===== src/rtl/bcd_modulo_counter.sv =====
// ---------------------------------------------------------------------------
// bcd_modulo_counter
//   Multi-digit BCD counter that counts up or down modulo MAX_COUNT, with
//   synchronous clear, parallel load with range checking and a combinational
//   carry/borrow output so several instances can be chained into a timebase.
//
// Parameters
//   NUM_DIGITS  number of BCD digits (1..6)
//   MAX_COUNT   modulus; the counter runs 0..MAX_COUNT-1 (2..10**NUM_DIGITS)
//
// Ports
//   clk         rising-edge clock
//   rst         synchronous active-high reset
//   en          count enable, one step per enabled edge
//   up          direction: 1 = increment, 0 = decrement
//   clear       synchronous clear to zero
//   load        parallel load strobe
//   load_value  BCD load data, digit i at [4i+3:4i]
//   count       current value in BCD, ones digit at [3:0]
//   carry       high while the enabled step on the coming edge wraps
//   load_err    one-cycle pulse after a rejected load
// ---------------------------------------------------------------------------
module bcd_modulo_counter #(
    parameter int NUM_DIGITS = 2,
    parameter int MAX_COUNT  = 60
) (
    input  logic                    clk,
    input  logic                    rst,
    input  logic                    en,
    input  logic                    up,
    input  logic                    clear,
    input  logic                    load,
    input  logic [4*NUM_DIGITS-1:0] load_value,
    output logic [4*NUM_DIGITS-1:0] count,
    output logic                    carry,
    output logic                    load_err
);

    localparam int W = 4 * NUM_DIGITS;

    function automatic int pow10(input int n);
        int r;
        r = 1;
        for (int i = 0; i < n; i++) r = r * 10;
        return r;
    endfunction

    // Elaboration-time conversion of a binary constant into packed BCD.
    function automatic logic [W-1:0] to_bcd(input int v);
        logic [W-1:0] r;
        int           t;
        r = '0;
        t = v;
        for (int i = 0; i < NUM_DIGITS; i++) begin
            r[4*i +: 4] = 4'(t % 10);
            t = t / 10;
        end
        return r;
    endfunction

    function automatic logic digits_valid(input logic [W-1:0] v);
        logic ok;
        ok = 1'b1;
        for (int i = 0; i < NUM_DIGITS; i++) begin
            if (v[4*i +: 4] > 4'd9) ok = 1'b0;
        end
        return ok;
    endfunction

    if (NUM_DIGITS < 1 || NUM_DIGITS > 6) begin : g_bad_digits
        $error("bcd_modulo_counter: NUM_DIGITS=%0d outside 1..6", NUM_DIGITS);
    end
    if (MAX_COUNT < 2 || MAX_COUNT > pow10(NUM_DIGITS)) begin : g_bad_modulus
        $error("bcd_modulo_counter: MAX_COUNT=%0d outside 2..10**NUM_DIGITS", MAX_COUNT);
    end

    // Terminal value of the count, held as a BCD constant so no binary
    // conversion is ever needed at run time.
    localparam logic [W-1:0] MAX_BCD = to_bcd(MAX_COUNT - 1);

    logic [W-1:0] inc_val;
    logic [W-1:0] dec_val;
    logic         inc_c;
    logic         dec_b;
    logic         at_max;
    logic         at_zero;
    logic         load_ok;
    logic         state_ok;

    // Digit-by-digit BCD ripple for both directions; each digit only uses a
    // 4-bit add/subtract and passes carry or borrow to the next digit up.
    always_comb begin
        inc_val = '0;
        dec_val = '0;
        inc_c   = 1'b1;
        dec_b   = 1'b1;
        for (int i = 0; i < NUM_DIGITS; i++) begin
            if (!inc_c) begin
                inc_val[4*i +: 4] = count[4*i +: 4];
            end else if (count[4*i +: 4] == 4'd9) begin
                inc_val[4*i +: 4] = 4'd0;
            end else begin
                inc_val[4*i +: 4] = count[4*i +: 4] + 4'd1;
                inc_c = 1'b0;
            end

            if (!dec_b) begin
                dec_val[4*i +: 4] = count[4*i +: 4];
            end else if (count[4*i +: 4] == 4'd0) begin
                dec_val[4*i +: 4] = 4'd9;
            end else begin
                dec_val[4*i +: 4] = count[4*i +: 4] - 4'd1;
                dec_b = 1'b0;
            end
        end
    end

    assign at_max  = (count == MAX_BCD);
    assign at_zero = (count == '0);

    // For well-formed BCD the packed-vector ordering equals numeric
    // ordering, so the range check is a plain compare against MAX_BCD.
    assign load_ok = digits_valid(load_value) && (load_value <= MAX_BCD);

    assign carry = en & ~load & ~clear & ~rst & (up ? at_max : at_zero);

    // Priority rst > clear > load > en; lower requests are simply dropped.
    always_ff @(posedge clk) begin
        if (rst) begin
            count    <= '0;
            load_err <= 1'b0;
        end else if (clear) begin
            count    <= '0;
            load_err <= 1'b0;
        end else if (load) begin
            if (load_ok) count <= load_value;
            load_err <= ~load_ok;
        end else begin
            load_err <= 1'b0;
            if (en) begin
                if (up) count <= at_max ? '0 : inc_val;
                else    count <= at_zero ? MAX_BCD : dec_val;
            end
        end
    end

    assign state_ok = digits_valid(count) && (count <= MAX_BCD);

    // The count can never leave 0..MAX_COUNT-1 in valid BCD.
    a_state_in_range: assert property (@(posedge clk) disable iff (rst) state_ok);

endmodule


===== config.mk =====
export PLATFORM = sky130hd
export DESIGN_NAME = bcd_modulo_counter
export DESIGN_NICKNAME = d
export VERILOG_FILES = /design/src/rtl/bcd_modulo_counter.sv
export SDC_FILE = /design/constraint.sdc
export NUM_CORES = 1
export LEC_CHECK = 0
export CAP_MARGIN = 10
export CELL_PAD_IN_SITES_DETAIL_PLACEMENT = 1
export CELL_PAD_IN_SITES_GLOBAL_PLACEMENT = 1
export CORE_UTILIZATION = 29
export CTS_BUF_LIST = sky130_fd_sc_hd__clkbuf_16
export CTS_CLUSTER_DIAMETER = 30
export DETAILED_ROUTE_END_ITERATION = 7
export PLACE_DENSITY_LB_ADDON = 0.1
export SLEW_MARGIN = 15
export SYNTH_ARGS = -nofsm -noshare
export SYNTH_HDL_FRONTEND = slang
export SYNTH_SLANG_ARGS = --single-unit
export TNS_END_PERCENT = 1

===== constraint.sdc =====
create_clock -name clk -period 1.7 [get_ports clk]
set_input_delay 0.34 -clock clk [delete_from_list [all_inputs] [get_ports clk]]
set_output_delay 0.34 -clock clk [all_outputs]
set_load 0.02 [all_outputs]

## Word level (Yosys, flattened, before mapping)

Index checks and enable logic that the tools add are counted.

| word-level totals | value |
|---|---|
| flip-flop bits (word level) | 9 |
| output and inout port bits | 10 |

| operators by class | value |
|---|---|
| add/subtract/negate cells | 4 |
| order comparisons | 3 |
| equal/unequal tests | 5 |
| muxes and demuxes | 17 |
| bitwise gates (word level) | 8 |
| reduce and logical (&&, ||, !) cells | 10 |

Operators by type and width:

| operator | count |
|---|---|
| $mux 8 | 6 |
| $mux 4 | 6 |
| $add 4x1->4 const B | 2 |
| $eq 4x4->1 const B | 2 |
| $eq 8x7->1 const B | 1 |
| $gt 4x4->1 const B | 2 |
| $le 8x7->1 const B | 1 |
| $logic_not 4->1 | 2 |
| $logic_not 8->1 | 1 |
| $sub 4x1->4 const B | 2 |
| $mux 1 | 5 |
| $and 1x1->1 | 4 |
| $ne 4x1->1 const B | 1 |
| $not 1->1 | 4 |
| $reduce_and 4->1 | 1 |
| $reduce_bool 4->1 | 1 |
| $reduce_or 3->1 | 1 |
| $ne 2x1->1 const B | 1 |
| $reduce_and 2->1 | 1 |
| $reduce_bool 2->1 | 1 |
| $reduce_or 2->1 | 1 |
| $logic_and 1x1->1 | 1 |

## Longest topological paths before layout

Gate-level depths: netlist (run 1).

| logic depth | value |
|---|---|
| word-level depth | 7 |
| mapped depth | 7 |
| depth with buffers taken out | 7 |

## Least setup slack after synthesis (run 1)

OpenSTA, ideal clock, no wires.

| path | value |
|---|---|
| path kind | register to output |
| start point | register count[0] |
| end point | output carry |
| data arrival time | 1666 ps |
| setup slack | -306 ps |
| cell stages (with the launch flop) | 6 |
| buffers on the path | 0 |
| cells stage by stage | dfxtp_1 ha_1 nand3b_1 nor4_1 a31oi_1 nor3_1 |

| between the ends | value |
|---|---|
| cells in the longest elaborated chain, start to end | 3 |
| elaborated cells on any way between the ends | 4 |
| classes of those cells | eq/ne: 1; mux: 1; bitwise: 1; reduce/logical: 1 |

Ends and longest elaborated chain:

| item | RTL line | text |
|---|---|---|
| start: declaration | 34 | `output logic [4*NUM_DIGITS-1:0] count,` |
| start signal: assignment | 136 | `if (load_ok) count <= load_value;` |
| start signal: assignment | 141 | `if (up) count <= at_max ? '0 : inc_val;` |
| start signal: assignment | 142 | `else count <= at_zero ? MAX_BCD : dec_val;` |
| $eq 8x7->1 / $logic_not 8->1 (equally long branches) | 118, 119 |  |
| $mux 1 * | 125 | `assign carry = en & ~load & ~clear & ~rst & (up ? at_max : at_zero);` |
| $and 1x1->1 * | 125 |  |
| end: declaration | 35 | `output logic carry,` |

Mark *: on every way between the ends. The rest lies on a longest branch, timed or not.

## Worst setup path in the final report (run 1)

| path | value |
|---|---|
| start point | register count[1] |
| end point | output carry |

Same word-level chain as after synthesis.

==> impl_metrics.tcl, run 1 <==
set metrics [dict create \
    clkLatencyLatePin_ps 240 \
    finalHoldViolations 0 \
    grt_busiest_layer "met2" \
    max_clock_freq_mhz 534 \
    fp.dieW_um 56.0 \
    routabilityCongestion 0.855 \
    clk_pin_slew_ps 40 \
    grt_max_degree 17 \
    cts_root_buf "clkbuf_16" \
    grtUsageTotal_pct 22.9 \
    synth_warnings 0 \
    fin_cells 210 \
    dp_hpwl_um 2550 \
    numCtsBuffers 3 \
    p_leak_nw 0.656 \
    wirelength_um 3410 \
    drv_slew 0 \
    io_pins 24 \
    maxCapViolCount 0 \
    slew_headroom_pct 76.9 \
    critPathArrivalTime_ps 1530 \
    status "finished, violations left" \
    cp-end-kind "output pin" \
    wl_per_cell_um 16.2 \
    crit_slowest_cell "dfxtp_4" \
    core_area_mm2 0.00276 \
    grt.overflow.total 0 \
    die_area_mm2 0.00314 \
    cts_tree "done" \
    ys.flop_type "dfxtp_1" \
    synth_cells 120 \
    grt_util_met1_pct 26.7 \
    drive_gt1_share_pct 38.0 \
    antenna_cells 0 \
    start_util_pct 30.7 \
    h-tree-depth 1 \
    yosysSeqAreaShare_pct 21.3 \
    clock_sinks 9 \
    power_density_mw_per_mm2 609 \
    drtIter0Drc 11 \
    ir_worst_vdd_mv 0.462 \
    setup_viol 6 \
    finalClockSkew_ps 1.30 \
    grt_pass1_vias 1181 \
    fin_ws_ps -174 \
    violations "setup timing" \
    fp.dieH_um 56.0 \
    async_flop_share_pct 0 \
    grt_antenna_before_repair 0 \
    met3_usage_pct 3.26 \
    drc 0 \
    hp-class "flip-flop to flip-flop" \
    rsz0062_at_grt "yes" \
    vias 1125 \
    cts_hold_buf 0 \
    period_share_pct 110 \
    fin_util_pct 56.1 \
    area_delta_synth_final_pct 82.7 \
    ant_nets 0 \
    min_period_ps 1870 \
    avgSynthCellArea_um2 7.06 \
    critPathMaxFanout 2 \
    worst_slew_pin_slew_ps 342 \
    path_cells "inv_4 -> buf_6 -> ha_4 -> nor3b_2 -> a31oi_1 -> nor3_2 -> buf_4" \
    io_buffers 23 \
    use_met2_pct 40.6 \
    synth_edf_count 0 \
    fp-row-count 19 \
    whs_ps 668 \
    fill_cells 349 \
    yosys_register_bits 9 \
    slowest_delay_ps 350 \
    nets 197 \
    clockBufferDepth 2 \
    vias_per_cell 5.36 \
    syn_area_um2 847 \
    firstDrtPassIters 4 \
    dp.cells 204 \
    cp-start-kind "flip-flop" \
    worst-setup-path-type "flip-flop to output pin" \
    synth.distinct_cells 40 \
    required_ps 1360 \
    grt_pass1_wl_um 5530 \
    syn-num-nets 137 \
]
==> synthesized netlist by cell type, drive strengths merged, types with 2 or more instances <==
cell | number | area (um^2)
nor2 | 10 | 37.5
a211o | 2 | 17.5
or3b | 2 | 17.5
a21oi | 9 | 48.8
buf | 3 | 23.8
nand2b | 5 | 31.3
clkbuf | 5 | 18.8
dfxtp | 9 | 180
nor3 | 3 | 15.0
mux2i | 2 | 20.0
ha | 3 | 37.5
nand3b | 2 | 15.0
nand3 | 3 | 15.0
nor2b | 5 | 31.3
a31oi | 5 | 31.3
nand2 | 13 | 56.3
nand4 | 2 | 12.5
inv | 4 | 15.0
o21ai | 17 | 85.1
==> cell type report <==
cell class | count | area, um^2 | area share [%]
clock inverters | 1 | 3.75 | 0.243
multi-input cells | 99 | 684 | 44.2
repair buffers | 63 | 539 | 34.8
clock buffers | 3 | 75.1 | 4.85
inverters | 4 | 17.5 | 1.13
well taps | 31 | 38.8 | 2.51
flip-flops and latches | 9 | 189 | 12.2
==> per-stage QoR <==
step                total power [mW]  TNS, ps  setup slack, ps  area (um^2)
finish                         0.943     -745             -174         1550
CTS                            0.938     -847             -203         1520
floorplan                      0.351    -7.22            -7.22          892
detailed placement             0.490    -3010             -680         1390
global placement               0.483    -2940             -672         1390
global route                   0.981    -1220             -234         1550
==> layout by cell type, fill, tap and decap left out, drive strengths merged, types with 3 or more instances in the layout <==
cell and count:
buf 41, o21ai 17, clkdlybuf4s50 16, nand2 13, nor2 10, a21oi 9
dfxtp 9, nand2b 5, a31oi 5, nor2b 5, dlygate4sd2 5, inv 5
clkbuf 3, nor3 3, nand3 3, ha 3
==> cells by family after synthesis <==
group / share of synthesized area (%)
fa+ha+maj: 4.43
flops: 21.3
buf+inv: 6.79
simple gates: 33.1
compound gates: 31.0
xor+xnor: 1.03
mux: 2.36
==> report_power, final <==
group          switching (mW)  internal [mW]  total (mW)  leakage, nW
Combinational           0.134          0.150       0.284        0.538
Sequential            0.00750          0.218       0.226       0.0752
Clock                   0.123          0.309       0.432       0.0423
==> final timing paths <==
kind | startpoint | endpoint | slack (ps) | cells past startpoint
worst min-delay path | count[1] | count[1] | 670 | 3
worst max register to register | count[1] | count[6] | -170 | 9
worst max-delay path | count[1] | carry | -170 | 7
worst min register to register | count[1] | count[1] | 670 | 3
==> critical path, delay by kind of cell, from the launching register on <==
kind / cells / cell delay (ps)
AOI/OAI and AO/OA: 1 / 160
adders and majority gates: 1 / 120
DFF: 1 / 350
buffers and inverters: 3 / 310
and+or+nand+nor: 2 / 360
==> sequential cells by signal, summed over array words and instances (netlist names) <==
register / count
count: 8
load_err: 1
==> per-layer routing <==
metal / part of all wire [%] / up-vias
li1: - / 557
met1: 44 / 539
met2: 51 / 22
met3: 3.2 / 7
met4: 1.7 / 0
met5: 0 / -
==> timing repair <==
item                                    4_1_cts  5_1_grt
resized for setup                            21        7
endpoints found under the setup margin       11        8
pin swaps                                     8        4
buffers inserted                              2        0
cloned                                        0        0
Note: power is estimated with default switching activity, not from simulation.
==> run 2, diff against run 1 <==
CORE_UTILIZATION = 38   (was 29)
CTS_CLUSTER_SIZE = 10   (was not set)
DONT_BUFFER_PORTS = 1   (was not set)
==> impl_metrics.tcl, run 2 (synthesized netlist as in run 1, its figures left out) <==
set metrics [dict create \
    period_share_pct 110 \
    critPathMaxFanout 2 \
    core_area_mm2 0.00202 \
    drc 0 \
    wl_per_cell_um 18.5 \
    ant_nets 0 \
    wirelength_um 3020 \
    start_util_pct 41.9 \
    routabilityCongestion 0.875 \
    clockBufferDepth 2 \
    fp.dieH_um 49.2 \
    largestRegisters "count: 8 flops, load_err: 1 flops" \
    mostFrequentLayoutCells "20 x buf_4, 16 x o21ai_0, 12 x nand2_1" \
    grt.overflow.total 0 \
    grt_pass1_wl_um 4800 \
    grtUsageTotal_pct 25.6 \
    fp-row-count 16 \
    preCtsSetupSlack_ps -48.2 \
    grt_pass1_vias 1007 \
    antenna_cells 0 \
    area_delta_synth_final_pct 33.7 \
    rsz0062_at_grt "yes" \
    sw_frac_of_total_pct 26.9 \
    hp-class "input pin to flip-flop" \
    p_leak_nw 0.430 \
    firstDrtPassIters 4 \
    clock_sinks 9 \
    fin_ws_ps -168 \
    io_buffers 0 \
    maxCapViolCount 0 \
    min_period_ps 1870 \
    pwr-share-comb_pct 21.1 \
    setup_viol 4 \
    clkLatencyLatePin_ps 240 \
    worst-setup-path-type "flip-flop to output pin" \
    required_ps 1360 \
    seq_area_um2 190 \
    max_clock_freq_mhz 535 \
    critPathArrivalTime_ps 1530 \
    nets 154 \
    cp-end-kind "output pin" \
    dp_hpwl_um 2170 \
    fp.dieW_um 49.2 \
    clock_power_share_pct 50.9 \
    die_area_mm2 0.00242 \
    cts_tree "done" \
    whs_ps 227 \
    p_int_mw 0.607 \
    clk_pin_slew_ps 40 \
    fill_cells 269 \
    multi_input_area_um2 662 \
    largest_reg_flops 8 \
    ir_worst_vdd_mv 0.548 \
    drv_slew 0 \
    power_density_mw_per_mm2 733 \
    top_register "count" \
    finalClockSkew_ps 3.90 \
    grt_max_degree 19 \
    final_common_cell "buf_4" \
    drtIter0Drc 14 \
    violations "setup timing" \
    stdcell_area_mm2 0.00113 \
    dpl_cell_area_mm2 0.00102 \
    io_pins 24 \
    numCtsBuffers 3 \
    finalHoldViolations 0 \
    cts_root_buf "clkbuf_16" \
    drive_gt1_share_pct 31.6 \
    vias_per_cell 6.13 \
    worst_slew_pin_slew_ps 452 \
    slew_headroom_pct 69.7 \
    status "finished, violations left" \
    power_mw 0.830 \
    cp-start-kind "flip-flop" \
    p_sw_mw 0.223 \
    sequentialPowerShare_pct 27.9 \
    fin_util_pct 56.0 \
    h-tree-depth 1 \
    grt_antenna_before_repair 0 \
    vias 1000 \
]
run 2: cell types whose count changed in the layout (fill, tap and decap cells not counted), moves of 2 or more:
cell / change
dlygate4sd2_1: -5
o21ai_2: -2
clkdlybuf4s50_1: -16
buf_6: -4
buf_4: -17
run 2: worst paths after layout:
| kind | slack (ps) | cells past startpoint | end | from |
|---|---|---|---|---|
| setup reg to reg | -100 | 7 | count[6] | count[1] |
| hold reg to reg | 670 | 2 | count[6] | count[6] |
| hold / removal | 230 | 2 | load_err | load |
| setup / recovery | -170 | 7 | carry | count[1] |
run 2: repair_timing:
| action | 4_1_cts | 5_1_grt |
|---|---|---|
| setup buffers | 0 | 0 |
| hold endpoints to repair | 0 | 0 |
| endpoints found under the setup margin | 5 | 8 |
| pin swaps | 1 | 1 |
| hold buffers | 0 | 0 |
| gates resized for setup | 2 | 5 |
run 2: routing by layer:
layer	global-route usage (%)	share of wire, %	vias up
li1	-	-	471
met1	33.2	47	486
met2	43.4	47	39
met3	3.74	5.4	4
met4	7.35	0.56	0
met5	0	0	-
run 2: power by group through the flow:
stage	combinational [mW]	clock [mW]	sequential, mW
6_report	0.175	0.423	0.232
3_5_place_dp	0.162	0	0.234
2_1_floorplan	0.111	0	0.240
4_1_cts	0.167	0.425	0.231
3_3_place_gp	0.158	0	0.233
5_1_grt	0.191	0.436	0.233
run 2: metrics by stage:
step / TNS, ps / std cells
floorplan: -7.22 / 120
global placement: -2.95 / 159
detailed placement: -104 / 159
CTS: -400 / 163
global route: -565 / 163
finish: -387 / 163
run 2: critical path, cell delays in order, from the launching register on:
cell,delay [ps]
dfxtp_4,340
inv_4,60
ha_2,170
nand3b_1,120
nor4_2,180
a31oi_1,100
nor3_2,150
buf_4,170
run 2: final cells by class:
| cell class | count | area share (%) |
|---|---|---|
| multi-input cells | 99 | 58.5 |
| clock buffers | 3 | 6.63 |
| inverters | 4 | 1.55 |
| clock inverters | 1 | 0.331 |
| flip-flops and latches | 9 | 16.8 |
| well taps | 27 | 2.98 |
| repair buffers | 20 | 13.3 |
==> run 3, diff against run 2 <==
==> constraint.sdc (replaced) <==
create_clock -name clk -period 1.6 [get_ports clk]
set_input_delay 0.32 -clock clk [delete_from_list [all_inputs] [get_ports clk]]
set_output_delay 0.32 -clock clk [all_outputs]
set_load 0.1 [all_outputs]
==> impl_metrics.tcl, run 3 (synthesized netlist as in run 1, its figures left out) <==
set metrics [dict create \
    status "finished, violations left" \
    violations "setup timing" \
    nets 161 \
    start_util_pct 41.9 \
    fin_cells 170 \
    min_path_cells 2 \
    io_pins 24 \
    drv_slew 0 \
    cts_root_buf "clkbuf_16" \
    clk_pin_slew_ps 40 \
    rsz0062_at_grt "yes" \
    area_delta_synth_final_pct 47.4 \
    rr_endpoint "count[6]" \
    cp-end-kind "output pin" \
    worstRegToRegCells 7 \
    min_from "load" \
    dp_hpwl_um 2150 \
    crit_start "count[0]" \
    largest_reg_flops 8 \
    pwr-share-comb_pct 26.8 \
    drc 0 \
    slew_headroom_pct 74.3 \
    antenna_cells 0 \
    grt_pass1_wl_um 5130 \
    drive_gt1_share_pct 37.8 \
    core_area_mm2 0.00202 \
    grtUsageTotal_pct 28.1 \
    max_clock_freq_mhz 512 \
    grt_max_degree 19 \
    grt.overflow.total 0 \
    cts_hold_buf 0 \
    ant_nets 0 \
    r2r_start "count[0]" \
    grt_pass1_vias 1062 \
    clockBufferDepth 2 \
    final_common_cell "buf_4" \
    numCtsBuffers 3 \
    wirelength_um 3060 \
    worst_slew_pin_slew_ps 385 \
    die_area_mm2 0.00242 \
    fp.dieH_um 49.2 \
    clkLatencyLatePin_ps 240 \
    period_share_pct 122 \
    firstDrtPassIters 4 \
    cp-start-kind "flip-flop" \
    min_period_ps 1960 \
    top_register "count" \
    wl_per_cell_um 18.0 \
    worstHoldEndpoint "load_err" \
    finalClockSkew_ps 1.19 \
    required_ps 1280 \
    fp.dieW_um 49.2 \
    fin_util_pct 61.8 \
    cts_tree "done" \
    fin_ws_ps -355 \
    ir_worst_vdd_mv 0.531 \
    sequentialPowerShare_pct 25.3 \
    sw_frac_of_total_pct 31.6 \
    fp-row-count 16 \
    finalHoldViolations 0 \
    grt_antenna_before_repair 0 \
    r2r_slack_ps -170 \
    routabilityCongestion 0.817 \
    p_leak_nw 0.484 \
    p_int_mw 0.653 \
    io_buffers 0 \
    clock_power_share_pct 47.9 \
    worst-setup-path-type "flip-flop to output pin" \
    critPathMaxFanout 2 \
    p_sw_mw 0.301 \
    hp-class "input pin to flip-flop" \
    maxCapViolCount 0 \
    drtIter0Drc 25 \
    largestRegisters "count: 8 flops, load_err: 1 flops" \
    mostFrequentLayoutCells "24 x buf_4, 16 x o21ai_0, 12 x nand2_1" \
    h-tree-depth 1 \
    critPathArrivalTime_ps 1640 \
    vias 1025 \
    power_density_mw_per_mm2 764 \
    vias_per_cell 6.03 \
    dp.cells 165 \
    setup_viol 7 \
    clock_sinks 9 \
]
run 3: cell types whose count changed in the layout (fill, tap and decap cells not counted), moves of 2 or more:
cell     delta
dfxtp_4     +5
buf_4       +4
dfxtp_1     -4
buf_6       +2
run 3: metal layers:
layer | vias up | share of wire (%) | global-route usage, % | routed length (um)
li1 | 488 | - | - | -
met1 | 497 | 43 | 35.1 | 1320
met2 | 35 | 49 | 47.5 | 1500
met3 | 5 | 6.3 | 4.98 | 194
met4 | 0 | 1.3 | 10.3 | 41
met5 | - | 0 | 0 | 0
run 3: final cells by class:
cell class | count | area (um^2)
inverter | 4 | 17.5
tap | 27 | 33.8
fill | 246 | 773
multi-input combinational | 99 | 688
sequential | 9 | 208
timing repair buffer | 27 | 223
clock inverter | 1 | 3.75
clock buffer | 3 | 75.1
run 3: through the flow:
stage / setup WS, ps / setup TNS (ps) / cell area [um^2] / hold WS (ps) / power [mW]
after floorplan: -666 / -1650 / 960 / 496 / 0.434
after global placement: -125 / -405 / 1150 / 444 / 0.486
after detailed placement: -167 / -605 / 1150 / 456 / 0.492
after CTS: -373 / -924 / 1240 / 211 / 0.954
after global routing: -480 / -1610 / 1250 / 228 / 0.987
final: -355 / -895 / 1250 / 211 / 0.954
run 3: how the worst max path moves through the flow:
stage / endpoint / slack, ps / depth (start not counted)
CTS: carry / -370 / 7
global route: carry / -480 / 7
finish: carry / -360 / 7
floorplan: carry / -670 / 5
detailed placement: count[6] / -170 / 7
global placement: count[6] / -130 / 7
run 3: repair_timing:
item / 4_1_cts / 5_1_grt
pin swaps: 2 / 3
setup endpoints to repair: 8 / 9
gates resized for setup: 3 / 0
buffers inserted: 0 / 1
run 3: critical path, cell delays in order (launching register included):
cell	delay (ps)
dfxtp_4	340
buf_6	90
ha_4	130
nand3b_1	120
nor4_2	270
a31oi_2	80
nor3_4	160
buf_12	200
run 3: power groups by stage:
stage,Combinational (mW),Clock (mW),Sequential (mW)
after floorplan,0.132,0,0.303
after global placement,0.243,0,0.243
after detailed placement,0.249,0,0.244
after CTS,0.257,0.457,0.241
after global routing,0.275,0.470,0.242
final,0.256,0.457,0.241
